**src/rtl/mcu_spi.sv**
```systemverilog
// MCU-facing SPI mode-0 target: oversamples the MCU pins, assembles MSB-first bytes and
// routes each frame to sysctrl, hid or sdc by its leading target byte, shifting replies back on MISO.
module mcu_spi #(
  parameter int          SYNC_STAGES = 2,
  parameter logic [7:0]  TARGET_SYS  = 8'd0,
  parameter logic [7:0]  TARGET_HID  = 8'd1,
  parameter logic [7:0]  TARGET_SDC  = 8'd2
) (
  input  logic       clk,
  input  logic       reset,
  input  logic       spi_io_ss,
  input  logic       spi_io_clk,
  input  logic       spi_io_din,
  output logic       spi_io_dout,
  output logic       mcu_start,
  output logic [7:0] mcu_dout,
  output logic       mcu_sys_strb,
  output logic       mcu_hid_strb,
  output logic       mcu_sdc_strb,
  input  logic [7:0] mcu_sys_din,
  input  logic [7:0] mcu_hid_din,
  input  logic [7:0] mcu_sdc_din
);

  typedef enum logic [1:0] {
    ST_IDLE = 2'd0,
    ST_TGT  = 2'd1,
    ST_CMD  = 2'd2,
    ST_DATA = 2'd3
  } state_t;

  localparam logic [1:0] KIND_NONE = 2'd0;
  localparam logic [1:0] KIND_SYS  = 2'd1;
  localparam logic [1:0] KIND_HID  = 2'd2;
  localparam logic [1:0] KIND_SDC  = 2'd3;

  logic [SYNC_STAGES-1:0] r_ss_sync;
  logic [SYNC_STAGES-1:0] r_sck_sync;
  logic [SYNC_STAGES-1:0] r_din_sync;

  state_t     r_state;
  logic       r_armed;
  logic       r_sck_prev;
  logic [2:0] r_cnt;
  logic [7:0] r_rx;
  logic [7:0] r_tx;
  logic [7:0] r_target;
  logic       r_load_p1;
  logic       r_load_p2;
  logic       r_load_zero_p1;
  logic       r_load_zero_p2;

  logic       w_ss;
  logic       w_sck;
  logic       w_din;
  logic       w_sck_rise;
  logic       w_sck_fall;
  logic       w_byte_done;
  logic [7:0] w_rx_byte;
  logic [1:0] w_kind;
  logic [7:0] w_reply;
  logic [7:0] w_load_byte;

  // Synchronise the asynchronous MCU pins. Reset clears the ss chain so a frame already
  // in progress at reset looks "low" and is never mistaken for a fresh ss falling edge.
  always_ff @(posedge clk) begin
    if (reset) begin
      r_ss_sync  <= '0;
      r_sck_sync <= '0;
      r_din_sync <= '0;
    end else begin
      r_ss_sync  <= {r_ss_sync[SYNC_STAGES-2:0],  spi_io_ss};
      r_sck_sync <= {r_sck_sync[SYNC_STAGES-2:0], spi_io_clk};
      r_din_sync <= {r_din_sync[SYNC_STAGES-2:0], spi_io_din};
    end
  end

  assign w_ss        = r_ss_sync[SYNC_STAGES-1];
  assign w_sck       = r_sck_sync[SYNC_STAGES-1];
  assign w_din       = r_din_sync[SYNC_STAGES-1];
  assign w_sck_rise  = w_sck & ~r_sck_prev;
  assign w_sck_fall  = ~w_sck & r_sck_prev;
  assign w_rx_byte   = {r_rx[6:0], w_din};
  assign w_byte_done = (r_state != ST_IDLE) && w_sck_rise && (r_cnt == 3'd7);

  // Decode the latched frame target; parameters are checked in priority order.
  always_comb begin
    w_kind = KIND_NONE;
    if (r_target == TARGET_SYS) begin
      w_kind = KIND_SYS;
    end else if (r_target == TARGET_HID) begin
      w_kind = KIND_HID;
    end else if (r_target == TARGET_SDC) begin
      w_kind = KIND_SDC;
    end else begin
      w_kind = KIND_NONE;
    end
  end

  // Select the reply byte of the addressed target; unknown targets reply 0x00.
  always_comb begin
    w_reply = 8'h00;
    case (w_kind)
      KIND_SYS: w_reply = mcu_sys_din;
      KIND_HID: w_reply = mcu_hid_din;
      KIND_SDC: w_reply = mcu_sdc_din;
      default:  w_reply = 8'h00;
    endcase
  end

  // The byte following the target byte is always answered with 0x00.
  always_comb begin
    w_load_byte = 8'h00;
    if (r_load_zero_p2) begin
      w_load_byte = 8'h00;
    end else begin
      w_load_byte = w_reply;
    end
  end

  // Frame state machine, byte assembly, strobe generation and MISO shifter.
  always_ff @(posedge clk) begin
    if (reset) begin
      r_state        <= ST_IDLE;
      r_armed        <= 1'b0;
      r_sck_prev     <= 1'b0;
      r_cnt          <= 3'd0;
      r_rx           <= 8'h00;
      r_tx           <= 8'h00;
      r_target       <= 8'h00;
      r_load_p1      <= 1'b0;
      r_load_p2      <= 1'b0;
      r_load_zero_p1 <= 1'b0;
      r_load_zero_p2 <= 1'b0;
      spi_io_dout    <= 1'b0;
      mcu_start      <= 1'b0;
      mcu_dout       <= 8'h00;
      mcu_sys_strb   <= 1'b0;
      mcu_hid_strb   <= 1'b0;
      mcu_sdc_strb   <= 1'b0;
    end else begin
      r_sck_prev     <= w_sck;
      mcu_sys_strb   <= 1'b0;
      mcu_hid_strb   <= 1'b0;
      mcu_sdc_strb   <= 1'b0;
      r_load_p1      <= w_byte_done;
      r_load_p2      <= r_load_p1;
      r_load_zero_p1 <= (r_state == ST_TGT);
      r_load_zero_p2 <= r_load_zero_p1;
      if (w_ss) begin
        r_armed <= 1'b1;
      end

      case (r_state)
        ST_IDLE: begin
          r_cnt <= 3'd0;
          // A frame starts only once ss has been seen high since reset.
          if (!w_ss && r_armed) begin
            r_state <= ST_TGT;
          end
        end
        default: begin
          if (w_sck_rise) begin
            r_rx  <= w_rx_byte;
            r_cnt <= r_cnt + 3'd1;
          end

          if (w_byte_done) begin
            mcu_dout <= w_rx_byte;
            case (r_state)
              ST_TGT: begin
                r_target  <= w_rx_byte;
                mcu_start <= 1'b0;
                r_state   <= ST_CMD;
              end
              ST_CMD: begin
                mcu_sys_strb <= (w_kind == KIND_SYS);
                mcu_hid_strb <= (w_kind == KIND_HID);
                mcu_sdc_strb <= (w_kind == KIND_SDC);
                mcu_start    <= 1'b1;
                r_state      <= ST_DATA;
              end
              ST_DATA: begin
                mcu_sys_strb <= (w_kind == KIND_SYS);
                mcu_hid_strb <= (w_kind == KIND_HID);
                mcu_sdc_strb <= (w_kind == KIND_SDC);
                mcu_start    <= 1'b0;
                r_state      <= ST_DATA;
              end
              default: r_state <= ST_IDLE;
            endcase
          end

          // The trailing falling edge after bit 0 (counter already wrapped) must not
          // disturb the freshly loaded reply byte.
          if (w_sck_fall && (r_cnt != 3'd0)) begin
            r_tx        <= {r_tx[6:0], 1'b0};
            spi_io_dout <= r_tx[6];
          end

          if (r_load_p2) begin
            r_tx        <= w_load_byte;
            spi_io_dout <= w_load_byte[7];
          end

          // ss release wins over everything except a byte completing in the same clk.
          if (w_ss) begin
            r_state     <= ST_IDLE;
            r_cnt       <= 3'd0;
            r_tx        <= 8'h00;
            spi_io_dout <= 1'b0;
          end
        end
      endcase
    end
  end

endmodule
```
**config.mk**
```make
export PLATFORM = sky130hd
export DESIGN_NAME = mcu_spi
export DESIGN_NICKNAME = d
export VERILOG_FILES = /design/src/rtl/mcu_spi.sv
export SDC_FILE = /design/constraint.sdc
export NUM_CORES = 1
export LEC_CHECK = 0
export BUFFER_PORTS_ARGS = -buffer_cell sky130_fd_sc_hd__buf_2
export CELL_PAD_IN_SITES_DETAIL_PLACEMENT = 0
export CELL_PAD_IN_SITES_GLOBAL_PLACEMENT = 1
export CORE_MARGIN = 2
export CORE_UTILIZATION = 37
export DETAILED_ROUTE_END_ITERATION = 10
export PLACE_DENSITY = 0.83
export SLEW_MARGIN = 20
export SYNTH_ARGS = -nofsm -noshare
export SYNTH_HDL_FRONTEND = slang
export SYNTH_SLANG_ARGS = --single-unit
```
**constraint.sdc**
```tcl
create_clock -name clk -period 1.4 [get_ports clk]
set_input_delay 0.28 -clock clk [delete_from_list [all_inputs] [get_ports clk]]
set_output_delay 0.28 -clock clk [all_outputs]
set_load 0.02 [all_outputs]
```
# Word level (Yosys, flattened, before mapping)
# Index checks and enable logic that the tools add are counted.
[op_classes] n_eq_ne=10 order_cmp=0 n_bitwise=7 muxes=17 mul=0 addsub=1 reduce_logical=22 n_shift=0 div_mod_pow=0
[ops] operator="$pmux 8 s3" count=1
[ops] operator="$mux 7" count=3
[ops] operator="$mux 2" count=7
[ops] operator="$reduce_bool 3->1" count=3
[ops] operator="$eq 2x2->1 const B" count=4
[ops] operator="$eq 8x1->1 const B" count=1
[ops] operator="$eq 8x2->1 const B" count=1
[ops] operator="$logic_not 8->1" count=1
[ops] operator="$mux 8" count=1
[ops] operator="$reduce_and 2->1" count=4
[ops] operator="$reduce_and 3->1" count=2
[ops] operator="$not 1->1" count=5
[ops] operator="$eq 2x1->1 const B" count=2
[ops] operator="$logic_and 1x1->1" count=4
[ops] operator="$pmux 2 s2" count=1
[ops] operator="$reduce_bool 2->1" count=2
[ops] operator="$reduce_or 2->1" count=2
[ops] operator="$reduce_or 4->1" count=1
[ops] operator="$add 3x1->3 const B" count=1
[ops] operator="$eq 3x3->1 const B" count=1
[ops] operator="$mux 1" count=3
[ops] operator="$reduce_or 3->1" count=1
[ops] operator="$and 1x1->1" count=2
[ops] operator="$logic_not 2->1" count=1
[ops] operator="other kinds (3)" count=3
[totals] output_inout_bits=13 n_memories=0 romBits=0 regBits=52 wordCells=77 ram_bits=0 latchBits=0 inputBits=29

# Logic depth before layout (Yosys ltp)
[logic_depth] word_depth=9 depth_mapped=7 ltp_nobuf=6

# Worst setup path after synthesis
# OpenSTA, ideal clock, no wires.
[synth_timing] kind="register to register" startpoint="register r_cnt[0]" endpoint="register r_tx[1]" required_time_ns=1.294 path_stages_with_launch=6 arrival_ns=1.396 path_slack_ns=-0.102 setup_time_ns=0.106 period_less_slack_ns=1.502 path_buffers=0 cell_sequence="dfxtp_1 -> inv_1 -> ha_1 -> a2111oi_2 -> nand3b_1 -> o311ai_0"
[synth_between] elab_chain_cells=4
[synth_lines] element="start, declared" line_no="44" text="logic [2:0] r_cnt;"
[synth_lines] element="start signal, assigned" line_no="165" text="r_cnt <= r_cnt + 3'd1;"
[synth_lines] element="$reduce_bool 3->1" line_no="196" text="if (w_sck_fall && (r_cnt != 3'd0)) begin"
[synth_lines] element="$logic_and 1x1->1" line_no="196"
[synth_lines] element="$reduce_bool 3->1 (no source line)"
[synth_lines] element="$reduce_and 2->1 (no source line)"
[synth_lines] element="end signal, assigned" line_no="197" text="r_tx <= {r_tx[6:0], 1'b0};"
[synth_lines] element="end signal, assigned" line_no="202" text="r_tx <= w_load_byte;"
[synth_lines] element="end, declared" line_no="46" text="logic [7:0] r_tx;"
# Every way passes these cells.
# A chain may end at the register's enable or synchronous reset.

# Worst setup path after layout
[layout_timing] startpoint="register r_target[4]" endpoint="register spi_io_dout"
[layout_between] elab_chain_cells=9 elab_cells_between_ends=13 classes_between="eq/ne: 5; mux: 7; reduce/logical: 1"
[layout_lines] element="start, declared" line_no="47" text="logic [7:0] r_target;"
[layout_lines] element="start signal, assigned" line_no="172" text="r_target <= w_rx_byte;"
[layout_lines] element="$eq 8x2->1" line_no="93" text="end else if (r_target == TARGET_SDC) begin"
[layout_lines] element="$mux 2" line_no="93"
[layout_lines] element="$mux 2" line_no="91" text="end else if (r_target == TARGET_HID) begin"
[layout_lines] element="$mux 2 *" line_no="89" text="if (r_target == TARGET_SYS) begin"
[layout_lines] element="$eq 2x2->1 or $eq 2x1->1 (tied branches)" line_no="103" text="case (w_kind)"
[layout_lines] element="$pmux 8 s3 *" line_no="103"
[layout_lines] element="$mux 8 *" line_no="114" text="if (r_load_zero_p2) begin"
[layout_lines] element="$mux 1 *" line_no="201" text="if (r_load_p2) begin"
[layout_lines] element="$mux 1 *" line_no="207" text="if (w_ss) begin"
[layout_lines] element="end signal, assigned" line_no="198" text="spi_io_dout <= r_tx[6];"
[layout_lines] element="end signal, assigned" line_no="203" text="spi_io_dout <= w_load_byte[7];"
[layout_lines] element="end, declared" line_no="14" text="output logic spi_io_dout,"
# Every way passes the cells marked *; elsewhere a longest branch is shown, timed or not.

==> impl_metrics.py <==
metrics = {
    "power": {
        "ir_worst_vdd_v": 0.000644,
        "p_leak_nw": 1.08,
        "power_density_nw_per_um2": 934,
        "report.power.total_mw": 2.74,
    },
    "timing": {
        "clock.fmax_ghz": 0.697,
        "tightest_slew_ns": 0.311,
        "slew_viol_final": 0,
        "setup_ws_ns": -0.0347,
        "setup_violations": 6,
        "min_period_ns": 1.43,
        "rsz0062_at_grt": "yes",
        "slew_headroom_pct": 79.3,
        "post-route-period-util_pct": 102,
        "hold_violations": 0,
        "worst_hold_slack_ns": 0.185,
        "fin_skew_ns": 0.00359,
    },
    "placement": {
        "gp_congestion": 0.743,
        "port_buffers": 41,
        "dpl.hpwl_mm": 3.20,
    },
    "cells_and_area": {
        "diodes": 0,
        "fin_util_pct": 52.7,
        "area_growth_pct": 36.8,
        "drive_gt1_share_pct": 42.2,
        "fin_nets": 327,
    },
    "synthesis": {
        "ys_ff_latch": 52,
        "syn_avg_cell_area_um2": 9.18,
        "synthTopCellsByCount": "dfxtp_1 (52), nand2_1 (26), a21oi_1 (22), nor2_1 (21), mux2i_1 (16)",
        "synth_most_common_cell": "dfxtp_1",
        "yosysTopAreaCell": "dfxtp_1",
        "syn_area_um2": 2150,
        "ys_types": 29,
        "synthCells": 234,
        "synth-async-reset-ratio_pct": 0,
        "synth_top_flop_cell": "dfxtp_1",
        "ys_seq_area_share_pct": 48.5,
        "synth-edff-count": 0,
        "synth_area_leaders": "dfxtp_1 (48%), mux2i_1 (7.5%), a21oi_1 (5.1%), nand2_1 (4.5%), nor2_1 (3.7%)",
        "synth_nets": 266,
        "ys_warn_count": 0,
        "yosysTopAreaCellShare_pct": 48.5,
    },
    "drt": {
        "drtIter0Drc": 60,
        "drt_pass1_iterations": 4,
        "dr_total_vias": 1762,
        "drc": 0,
        "drt-total-wl_mm": 4.63,
        "via_per_inst": 4.79,
        "ant_nets": 0,
        "wl_per_cell_um": 12.6,
    },
    "cts": {
        "clkSlewWorstSetupHoldPaths_ns": 0.09,
        "root_buffer": "clkbuf_8",
        "clk_path_buf_depth": 2,
        "cts_tree": "built",
        "cts_sinks": 52,
        "ctsHoldBuffers": 0,
        "insertion_delay_ns": 0.30,
        "htreeDepth": 2,
        "numCtsBuffers": 5,
    },
    "setup_path": {
        "cp_data_required_time_ns": 1.61,
        "path_class": "reg -> reg",
        "end_kind": "register",
        "r2r_start": "r_target[4]$_SDFFE_PP0P_",
        "max_stage_delay_ns": 0.53,
        "crit_fanout": 8,
        "cp-start-kind": "register",
        "reg2reg_depth": 5,
        "cpMaxStageDelayCell": "or4_4",
        "crit_arrival_ns": 1.64,
        "cp_cell_sequence": "or4_4, nor3_4, buf_6, nand3_1, o311ai_1",
        "startpoint": "r_target[4]$_SDFFE_PP0P_",
    },
    "floorplan": {
        "dieHeight_um": 80.2,
        "rows": 27,
        "fp.dieW_um": 80.2,
        "start_util_pct": 38.5,
        "die-area_um2": 6430,
        "fp.coreArea_um2": 5570,
        "io_pins": 42,
    },
    "global_routing": {
        "grt_pass1_wl_mm": 7.20,
        "grt_overflow": 0,
        "grt_start_max_net_pins": 25,
        "grt_pass1_vias": 1672,
        "grt_usage_pct": 14.2,
        "antenna_found_initial": 0,
    },
    "job": {
        "cap_violations": 0,
    },
    "worst_hold_path": {
        "hp-class": "in -> reg",
        "min_from": "spi_io_clk",
        "min_path_cells": 2,
    },
    "outcome": {
        "status": "finished, violations left",
        "violations": "negative setup slack",
    },
}
[final timing paths]
check                           slack (ns)                  endpoint
worst max-delay path                 -0.03  spi_io_dout$_SDFFE_PP0P_
worst min register to register        0.44  r_sck_sync[1]$_SDFF_PP0_
worst max register to register       -0.03  spi_io_dout$_SDFFE_PP0P_
worst min-delay path                  0.19  r_sck_sync[0]$_SDFF_PP0_
[per-layer routing]
layer | up-vias | GRT usage, % | share of wire, %
li1 | 921 | - | -
met1 | 794 | 17.3 | 50
met2 | 41 | 24.1 | 43
met3 | 6 | 4.38 | 5.6
met4 | 0 | 4.07 | 1.1
met5 | - | 0 | 0
[flip-flops by register name (all words and copies together) (netlist names)]
| register | flops |
|---|---|
| r_ss_sync | 2 |
| r_sck_sync | 2 |
| spi_io_dout | 1 |
| mcu_dout | 8 |
| mcu_sys_strb | 1 |
| r_load_zero_p2 | 1 |
| mcu_sdc_strb | 1 |
| r_load_zero_p1 | 1 |
| r_sck_prev | 1 |
| r_cnt | 3 |
| r_tx | 7 |
| mcu_hid_strb | 1 |
| r_load_p2 | 1 |
| r_state | 2 |
| r_target | 8 |
| r_load_p1 | 1 |
| r_armed | 1 |
| r_rx | 7 |
| r_din_sync | 2 |
| mcu_start | 1 |
[cells by family (layout without fill, tap and decap cells)]
group / Yosys count / after routing / share of synthesized area [%]
AOI/OAI and AO/OA: 49 / 49 / 15.8
DFF: 52 / 52 / 48.5
muxes: 16 / 16 / 7.45
and+or+nand+nor: 88 / 88 / 21.5
xor gates and xnor gates: 1 / 1 / 0.408
adders and majority gates: 3 / 3 / 1.75
buffers and inverters: 25 / 87 / 4.54
[critical path, delay by kind of cell (launching register included)]
family / cells / cell delay (ns)
buffers and inverters: 1 / 0.15
flip-flops: 1 / 0.31
AND/OR/NAND/NOR: 3 / 0.79
AO/OA/AOI/OAI: 1 / 0.09
[area by class of cell]
class | count | area (um^2)
clock buffer | 7 | 96.3
clock inverter | 1 | 30.0
fill | 512 | 2640
inverter | 11 | 41.3
multi-input combinational | 157 | 1190
sequential | 52 | 1050
tap | 72 | 90.1
timing repair buffer | 68 | 447
[cell usage in the layout, fill, tap and decap left out, types with 2 or more instances in the layout]
cell type,n
nor2_1,18
nor2_4,2
a2111oi_4,2
dfxtp_2,2
o311ai_2,2
nand2_1,17
clkbuf_8,7
or2_2,3
buf_2,41
a21oi_2,13
dfxtp_1,49
inv_1,11
nor3_4,2
nor3b_2,2
nand3b_1,8
nor2b_1,11
nand2_2,8
o311ai_1,3
nand3_1,7
mux2i_1,16
o311ai_0,2
buf_6,7
buf_4,19
o21ai_1,7
o2bb2ai_1,7
a21oi_1,9
ha_4,2
nand2b_1,3
[power by group]
part | internal (mW) | switching, mW | total, mW
combinational | 0.0715 | 0.0760 | 0.147
clock | 0.631 | 0.469 | 1.10
sequential | 1.49 | 0.00650 | 1.50
[through the flow]
step	instance area, um^2	setup TNS (ns)	cells	worst slack, ns
after floorplan	2170	-0.124	234	-0.0626
after global placement	2600	-1.19	357	-0.112
after detailed placement	2600	-1.41	357	-0.125
after CTS	2810	-0.243	368	-0.0375
after global routing	2940	-1.13	368	-0.0946
final	2940	-0.0998	368	-0.0347
[what timing repair did]
| action | CTS | global route |
|---|---|---|
| pin swaps | 7 | 24 |
| gates cloned | 1 | 0 |
| endpoints found under the setup margin | 22 | 35 |
| setup buffers | 2 | 0 |
| gates resized for setup | 22 | 43 |
| endpoints found under the hold margin | 0 | 0 |
Power figures use the tool's default switching activity.
